**config.mk**
```make
export PLATFORM = sky130hd
export DESIGN_NAME = ext_bus_bridge
export DESIGN_NICKNAME = d
export VERILOG_FILES = /design/src/rtl/ext_bus_bridge_pkg.sv /design/src/rtl/sync_2ff.sv /design/src/rtl/ext_bus_bridge.sv
export SDC_FILE = /design/constraint.sdc
export NUM_CORES = 1
export LEC_CHECK = 0
export BUFFER_PORTS_ARGS = -buffer_cell sky130_fd_sc_hd__buf_2
export CORE_ASPECT_RATIO = 1.25
export CORE_MARGIN = 2
export CORE_UTILIZATION = 25
export DETAILED_ROUTE_END_ITERATION = 10
export GPL_TIMING_DRIVEN = 0
export PLACE_DENSITY_LB_ADDON = 0.1
export SYNTH_ARGS = -nofsm -noshare
export SYNTH_HDL_FRONTEND = slang
export SYNTH_HIERARCHICAL = 1
export SYNTH_SLANG_ARGS = --single-unit
```
**constraint.sdc**
```tcl
create_clock -name clk -period 6.8 [get_ports clk]
set_clock_uncertainty 0.15 [all_clocks]
set_input_delay 1.36 -clock clk [delete_from_list [all_inputs] [get_ports clk]]
set_output_delay 1.36 -clock clk [all_outputs]
set_load 0.01 [all_outputs]
```
**src/rtl/ext_bus_bridge_pkg.sv**
```systemverilog
// Shared types and constants for the external bus bridge.
// State encodings, byte-select codes and the timeout error value.
package ext_bus_bridge_pkg;

    typedef enum logic [2:0] {
        EB_IDLE  = 3'd0,
        EB_SETUP = 3'd1,
        EB_REQ   = 3'd2,
        EB_REL   = 3'd3,
        EB_DONE  = 3'd4
    } eb_state_e;

    localparam logic [2:0] BS_BYTE = 3'b000;
    localparam logic [2:0] BS_HALF = 3'b001;
    localparam logic [2:0] BS_WORD = 3'b010;

    localparam logic [31:0] ERR_VALUE_DEF = 32'hFFFF_FFFF;

    // Index of the final beat for a byte select; unknown codes act as word.
    function automatic logic [1:0] last_beat(input logic [2:0] sel);
        logic [1:0] r;
        case (sel)
            BS_BYTE: r = 2'd0;
            BS_HALF: r = 2'd1;
            default: r = 2'd3;
        endcase
        return r;
    endfunction

endpackage

```
**src/rtl/sync_2ff.sv**
```systemverilog
// Two-flop synchronizer for asynchronous inputs.
// Shared by the bridge ack path and the controller interrupt input.
module sync_2ff #(
    parameter int WIDTH = 1
) (
    input  logic             clk,
    input  logic             reset_n,
    input  logic [WIDTH-1:0] d,
    output logic [WIDTH-1:0] q
);

    logic [WIDTH-1:0] s1_q;
    logic [WIDTH-1:0] s2_q;

    // Two register stages to settle metastability
    always_ff @(posedge clk or negedge reset_n) begin
        if (!reset_n) begin
            s1_q <= '0;
            s2_q <= '0;
        end else begin
            s1_q <= d;
            s2_q <= s1_q;
        end
    end

    assign q = s2_q;

endmodule

```
**src/rtl/ext_bus_bridge.sv**
```systemverilog
// Word request to byte-wide 4-phase req/ack external bus bridge.
// Splits a request into 1/2/4 little-endian beats with per-beat timeout.
module ext_bus_bridge
    import ext_bus_bridge_pkg::*;
#(
    parameter int                    DATA_WIDTH    = 32,
    parameter int                    ADDR_WIDTH    = 32,
    parameter int                    EXTADDR_WIDTH = 16,
    parameter int                    TIMEOUT_CYC   = 1023,
    parameter logic [DATA_WIDTH-1:0] ERR_VALUE     = DATA_WIDTH'(ERR_VALUE_DEF)
) (
    input  logic                     clk,
    input  logic                     reset_n,
    input  logic                     mem_ext_drv,
    input  logic [ADDR_WIDTH-1:0]    mem_addr,
    input  logic [DATA_WIDTH-1:0]    mem_write,
    input  logic                     ext_we,
    input  logic [2:0]               mem_byte_sel,
    output logic [DATA_WIDTH-1:0]    ext_val_in,
    output logic                     transfer_ok,
    output logic                     bus_err,
    output logic                     ext_busy,
    output logic [EXTADDR_WIDTH-1:0] ext_addr,
    output logic [7:0]               ext_dout,
    input  logic [7:0]               ext_din,
    output logic                     ext_wr,
    output logic                     ext_oe,
    output logic                     ext_req,
    input  logic                     ext_ack
);

    localparam logic [9:0] TO_LIM = 10'(TIMEOUT_CYC);

    eb_state_e state_q, state_d;

    logic [EXTADDR_WIDTH-1:0] base_q, base_d;
    logic [DATA_WIDTH-1:0]    data_q, data_d;
    logic [DATA_WIDTH-1:0]    rdbuf_q, rdbuf_d;
    logic [DATA_WIDTH-1:0]    val_q, val_d;
    logic [EXTADDR_WIDTH-1:0] addr_q, addr_d;
    logic [9:0]               cnt_q, cnt_d;
    logic [7:0]               dout_q, dout_d;
    logic [1:0]               k_q, k_d;
    logic [1:0]               last_q, last_d;
    logic                     we_q, we_d;
    logic                     ok_q, ok_d;
    logic                     err_q, err_d;
    logic                     busy_q, busy_d;
    logic                     wr_q, wr_d;
    logic                     req_q, req_d;

    logic       ack_s;
    logic       tick;
    logic [1:0] k_nxt;
    logic       unused_addr_hi;

    assign unused_addr_hi = ^mem_addr[ADDR_WIDTH-1:EXTADDR_WIDTH];
    assign k_nxt          = k_q + 2'd1;

    sync_2ff #(
        .WIDTH(1)
    ) u_ack_sync (
        .clk    (clk),
        .reset_n(reset_n),
        .d      (ext_ack),
        .q      (ack_s)
    );

    // Next-state logic: capture, beat sequencing and timeout abort
    always_comb begin
        state_d = state_q;
        base_d  = base_q;
        data_d  = data_q;
        rdbuf_d = rdbuf_q;
        val_d   = val_q;
        addr_d  = addr_q;
        cnt_d   = cnt_q;
        dout_d  = dout_q;
        k_d     = k_q;
        last_d  = last_q;
        we_d    = we_q;
        ok_d    = 1'b0;
        err_d   = err_q;
        busy_d  = busy_q;
        wr_d    = wr_q;
        req_d   = req_q;
        tick    = 1'b0;

        unique case (state_q)
            EB_IDLE: begin
                if (mem_ext_drv) begin
                    base_d  = mem_addr[EXTADDR_WIDTH-1:0];
                    data_d  = mem_write;
                    we_d    = ext_we;
                    last_d  = last_beat(mem_byte_sel);
                    k_d     = 2'd0;
                    err_d   = 1'b0;
                    cnt_d   = '0;
                    rdbuf_d = '0;
                    addr_d  = mem_addr[EXTADDR_WIDTH-1:0];
                    dout_d  = mem_write[7:0];
                    wr_d    = ext_we;
                    busy_d  = 1'b1;
                    state_d = EB_SETUP;
                end
            end
            EB_SETUP: begin
                // A stale ack from an aborted beat must clear first
                if (!ack_s) begin
                    req_d   = 1'b1;
                    cnt_d   = '0;
                    state_d = EB_REQ;
                end else begin
                    tick = 1'b1;
                end
            end
            EB_REQ: begin
                if (ack_s) begin
                    if (!we_q) begin
                        rdbuf_d[{k_q, 3'b000} +: 8] = ext_din;
                    end
                    req_d   = 1'b0;
                    cnt_d   = '0;
                    state_d = EB_REL;
                end else begin
                    tick = 1'b1;
                end
            end
            EB_REL: begin
                if (!ack_s) begin
                    if (k_q == last_q) begin
                        if (!we_q) begin
                            val_d = rdbuf_q;
                        end
                        ok_d    = 1'b1;
                        state_d = EB_DONE;
                    end else begin
                        k_d     = k_nxt;
                        addr_d  = base_q + EXTADDR_WIDTH'(k_nxt);
                        dout_d  = data_q[{k_nxt, 3'b000} +: 8];
                        state_d = EB_SETUP;
                    end
                end else begin
                    tick = 1'b1;
                end
            end
            EB_DONE: begin
                busy_d  = 1'b0;
                state_d = EB_IDLE;
            end
            default: begin
                state_d = EB_IDLE;
            end
        endcase

        if (tick) begin
            if (cnt_q == TO_LIM) begin
                req_d   = 1'b0;
                err_d   = 1'b1;
                ok_d    = 1'b1;
                if (!we_q) begin
                    val_d = ERR_VALUE;
                end
                state_d = EB_DONE;
            end else begin
                cnt_d = cnt_q + 10'd1;
            end
        end
    end

    // State and registered outputs
    always_ff @(posedge clk or negedge reset_n) begin
        if (!reset_n) begin
            state_q <= EB_IDLE;
            base_q  <= '0;
            data_q  <= '0;
            rdbuf_q <= '0;
            val_q   <= '0;
            addr_q  <= '0;
            cnt_q   <= '0;
            dout_q  <= '0;
            k_q     <= '0;
            last_q  <= '0;
            we_q    <= 1'b0;
            ok_q    <= 1'b0;
            err_q   <= 1'b0;
            busy_q  <= 1'b0;
            wr_q    <= 1'b0;
            req_q   <= 1'b0;
        end else begin
            state_q <= state_d;
            base_q  <= base_d;
            data_q  <= data_d;
            rdbuf_q <= rdbuf_d;
            val_q   <= val_d;
            addr_q  <= addr_d;
            cnt_q   <= cnt_d;
            dout_q  <= dout_d;
            k_q     <= k_d;
            last_q  <= last_d;
            we_q    <= we_d;
            ok_q    <= ok_d;
            err_q   <= err_d;
            busy_q  <= busy_d;
            wr_q    <= wr_d;
            req_q   <= req_d;
        end
    end

    assign ext_val_in  = val_q;
    assign transfer_ok = ok_q;
    assign bus_err     = err_q;
    assign ext_busy    = busy_q;
    assign ext_addr    = addr_q;
    assign ext_dout    = dout_q;
    assign ext_wr      = wr_q;
    assign ext_req     = req_q;
    assign ext_oe      = req_q & wr_q;

endmodule

```
==> metrics.txt <==
port buffer count 125; Post-synth EDFFs 0; width of the die 155 um; HPWL Detailed 14800 um; largest net degree at the start of global routing 90; Vias 5550; synthesized area 7100 um2; ys flop type dfrtp_1; Die Ht 192 um; register area share after synthesis 0.564; CTS clock-pin slew for the worst setup and hold paths 0.07 ns; total global routing overflow 0; nature of the critical path startpoint flop; FMAX 0.324 GHz; post-synth top area share 0.564; Initial Util 0.252; clock root buffer clkbuf_16; Num CTS Buffers 17; total setup buffers inserted after CTS 0; core area 28200 um2; register bit count reported by yosys 160; power per cell area 414 nW/um2; initial DRC count 257; Static Leak 4.40 nW; setup total negative slack 0 ns; layout cells sized above 1 0.216; Final Max Slew Viols 0; count of cell types in the netlist 49; vias in the first global route 5891; I/O pin count 142; most common cell after layout, fill and taps aside nand2_1; Post-Route WL 21000 um; initial antenna violation count 1; nets@finish 970; synthesized area per cell 9.64 um2; CTS tree yes; dominant cell type by area after synthesis dfrtp_1; Syn Nets 825; most frequent cells in the layout 280 x nand2_1, 160 x dfrtp_1, 139 x buf_2; Clock Sinks 160; gr usage total 0.148; WP data arrival 3.22 ns; Final period util 0.453; Worst Path Max Fanout 10; vias per std cell 4.44; VDD IR-drop max 0.169 mV; min Tclk post-route 3.08 ns; Worst Hold Class reg2reg; RSZ-0062 raised after global routing no; Yosys warning count 6; Hold Buf Count CTS 0; Pre-antenna DRT Iters 4; row count 69; Mapped Cells 737; CP endpoint kind flop; DRC viols 0; gpl congestion 0.716; max-cap violation count 0; WL per Instance 16.8 um; Area Overhead vs Synth 24.0%; Worst Path Required 6.94 ns; Slew headroom 0.317; Async SR Flop Fraction 1.00; Max clock buf depth 2; worst-margin pin slew 1.02 ns; Power Total 3.65 mW; antenna violation net count after detailed routing 0; clk_lat worst skew 0.43 ns; first-pass GRT wire length 33500 um; H-tree depth 4; die area 29800 um2; Fin. Hold Viols 0; post_cts resized 0; final setup fails 0; Crit Path Class reg2reg; status complete, no violations; top cells by area, synth dfrtp_1 56%, nand2_1 15%, o21ai_0 3.4%
==> critical path: stages (launching register included) <==
cell	delay (ns)
dfrtp_1	0.39
clkbuf_1	0.35
inv_1	0.20
ha_1	0.55
clkbuf_1	0.66
mux4_2	0.41
mux2i_1	0.13
o21ai_0	0.08
==> final timing paths <==
path	startpoint	end	slack, ns	cells after the start
worst min-delay path	u_ack_sync/s1_q$_DFF_PN0_	u_ack_sync/q$_DFF_PN0_	0.20	0
min in group asynchronous	reset_n	cnt_q[2]$_DFF_PN0_	0.75	1
worst max-delay path	k_q[0]$_DFFE_PN0P_	ext_dout[5]$_DFFE_PN0P_	3.72	7
worst max register to register	k_q[0]$_DFFE_PN0P_	ext_dout[5]$_DFFE_PN0P_	3.72	7
max in group asynchronous	reset_n	ext_addr[9]$_DFFE_PN0P_	4.87	2
worst min register to register	u_ack_sync/s1_q$_DFF_PN0_	u_ack_sync/q$_DFF_PN0_	0.20	0
==> per-stage QoR <==
step / util / instances / area (um2) / hold WS (ns) / worst slack (ns)
final: 0.312 / 1251 / 8810 / 0.204 / 3.72
after global routing: 0.312 / 1250 / 8810 / 0.212 / 3.43
after CTS: 0.312 / 1250 / 8810 / 0.204 / 3.63
after detailed placement: 0.291 / 1218 / 8210 / 0.190 / 3.22
after global placement: 0.290 / 1217 / 8170 / 0.182 / 1.33
after floorplan: - / 737 / 7100 / 0.181 / 3.88
==> synth_stat cells, types with 8 or more instances <==
cell type and number:
o21ai_0 48, nor2_1 13, a22o_1 18, nand2_1 280
o211ai_1 8, buf_2 15, nor3_1 15, mux4_2 8
xnor2_1 11, mux2i_1 13, nand3_1 43, dfrtp_1 160
clkbuf_1 24
==> sequential cells by signal (all words and copies together) (netlist names) <==
register         cells
base_q              16
k_q                  2
ext_wr               1
last_q               2
u_ack_sync/s1_q      1
bus_err              1
u_ack_sync/q         1
ext_req              1
cnt_q               10
ext_val_in          32
ext_busy             1
transfer_ok          1
rdbuf_q             32
state_q              3
data_q              32
ext_addr            16
ext_dout             8
==> logic make-up (layout without fill, tap and decap cells) <==
group           count (synthesis)  count (layout)  share of synthesized area
simple gates                  380             380                      0.233
flops                         160             160                      0.564
compound gates                101             101                     0.0911
buf+inv                        46             204                     0.0270
mux                            24              24                     0.0484
xor+xnor                       18              18                     0.0222
fa+ha+maj                       8               8                     0.0151
other cells                     0               1                          0
==> routing by layer <==
metal	track usage	routed length (um)	vias up
met2	0.246	10100	113
met3	0.0308	793	21
li1	-	-	2767
met1	0.192	9750	2649
met5	0	0	-
met4	0.0474	336	0
==> power breakdown <==
| part | switching [mW] | total (mW) | internal (mW) |
|---|---|---|---|
| Sequential | 0.181 | 1.40 | 1.22 |
| Combinational | 0.766 | 1.26 | 0.490 |
| Clock | 0.418 | 0.991 | 0.574 |
==> layout make-up <==
class / count / area (um2)
fillers: 3033 / 19400
flip-flops and latches: 160 / 4000
multi-input cells: 531 / 2910
repair buffers: 126 / 663
clock buffers: 21 / 470
well taps: 355 / 444
plain buffers: 39 / 165
clock inverters: 11 / 126
inverters: 7 / 26.3
diodes: 1 / 2.50
Power figures use the tool's default switching activity.
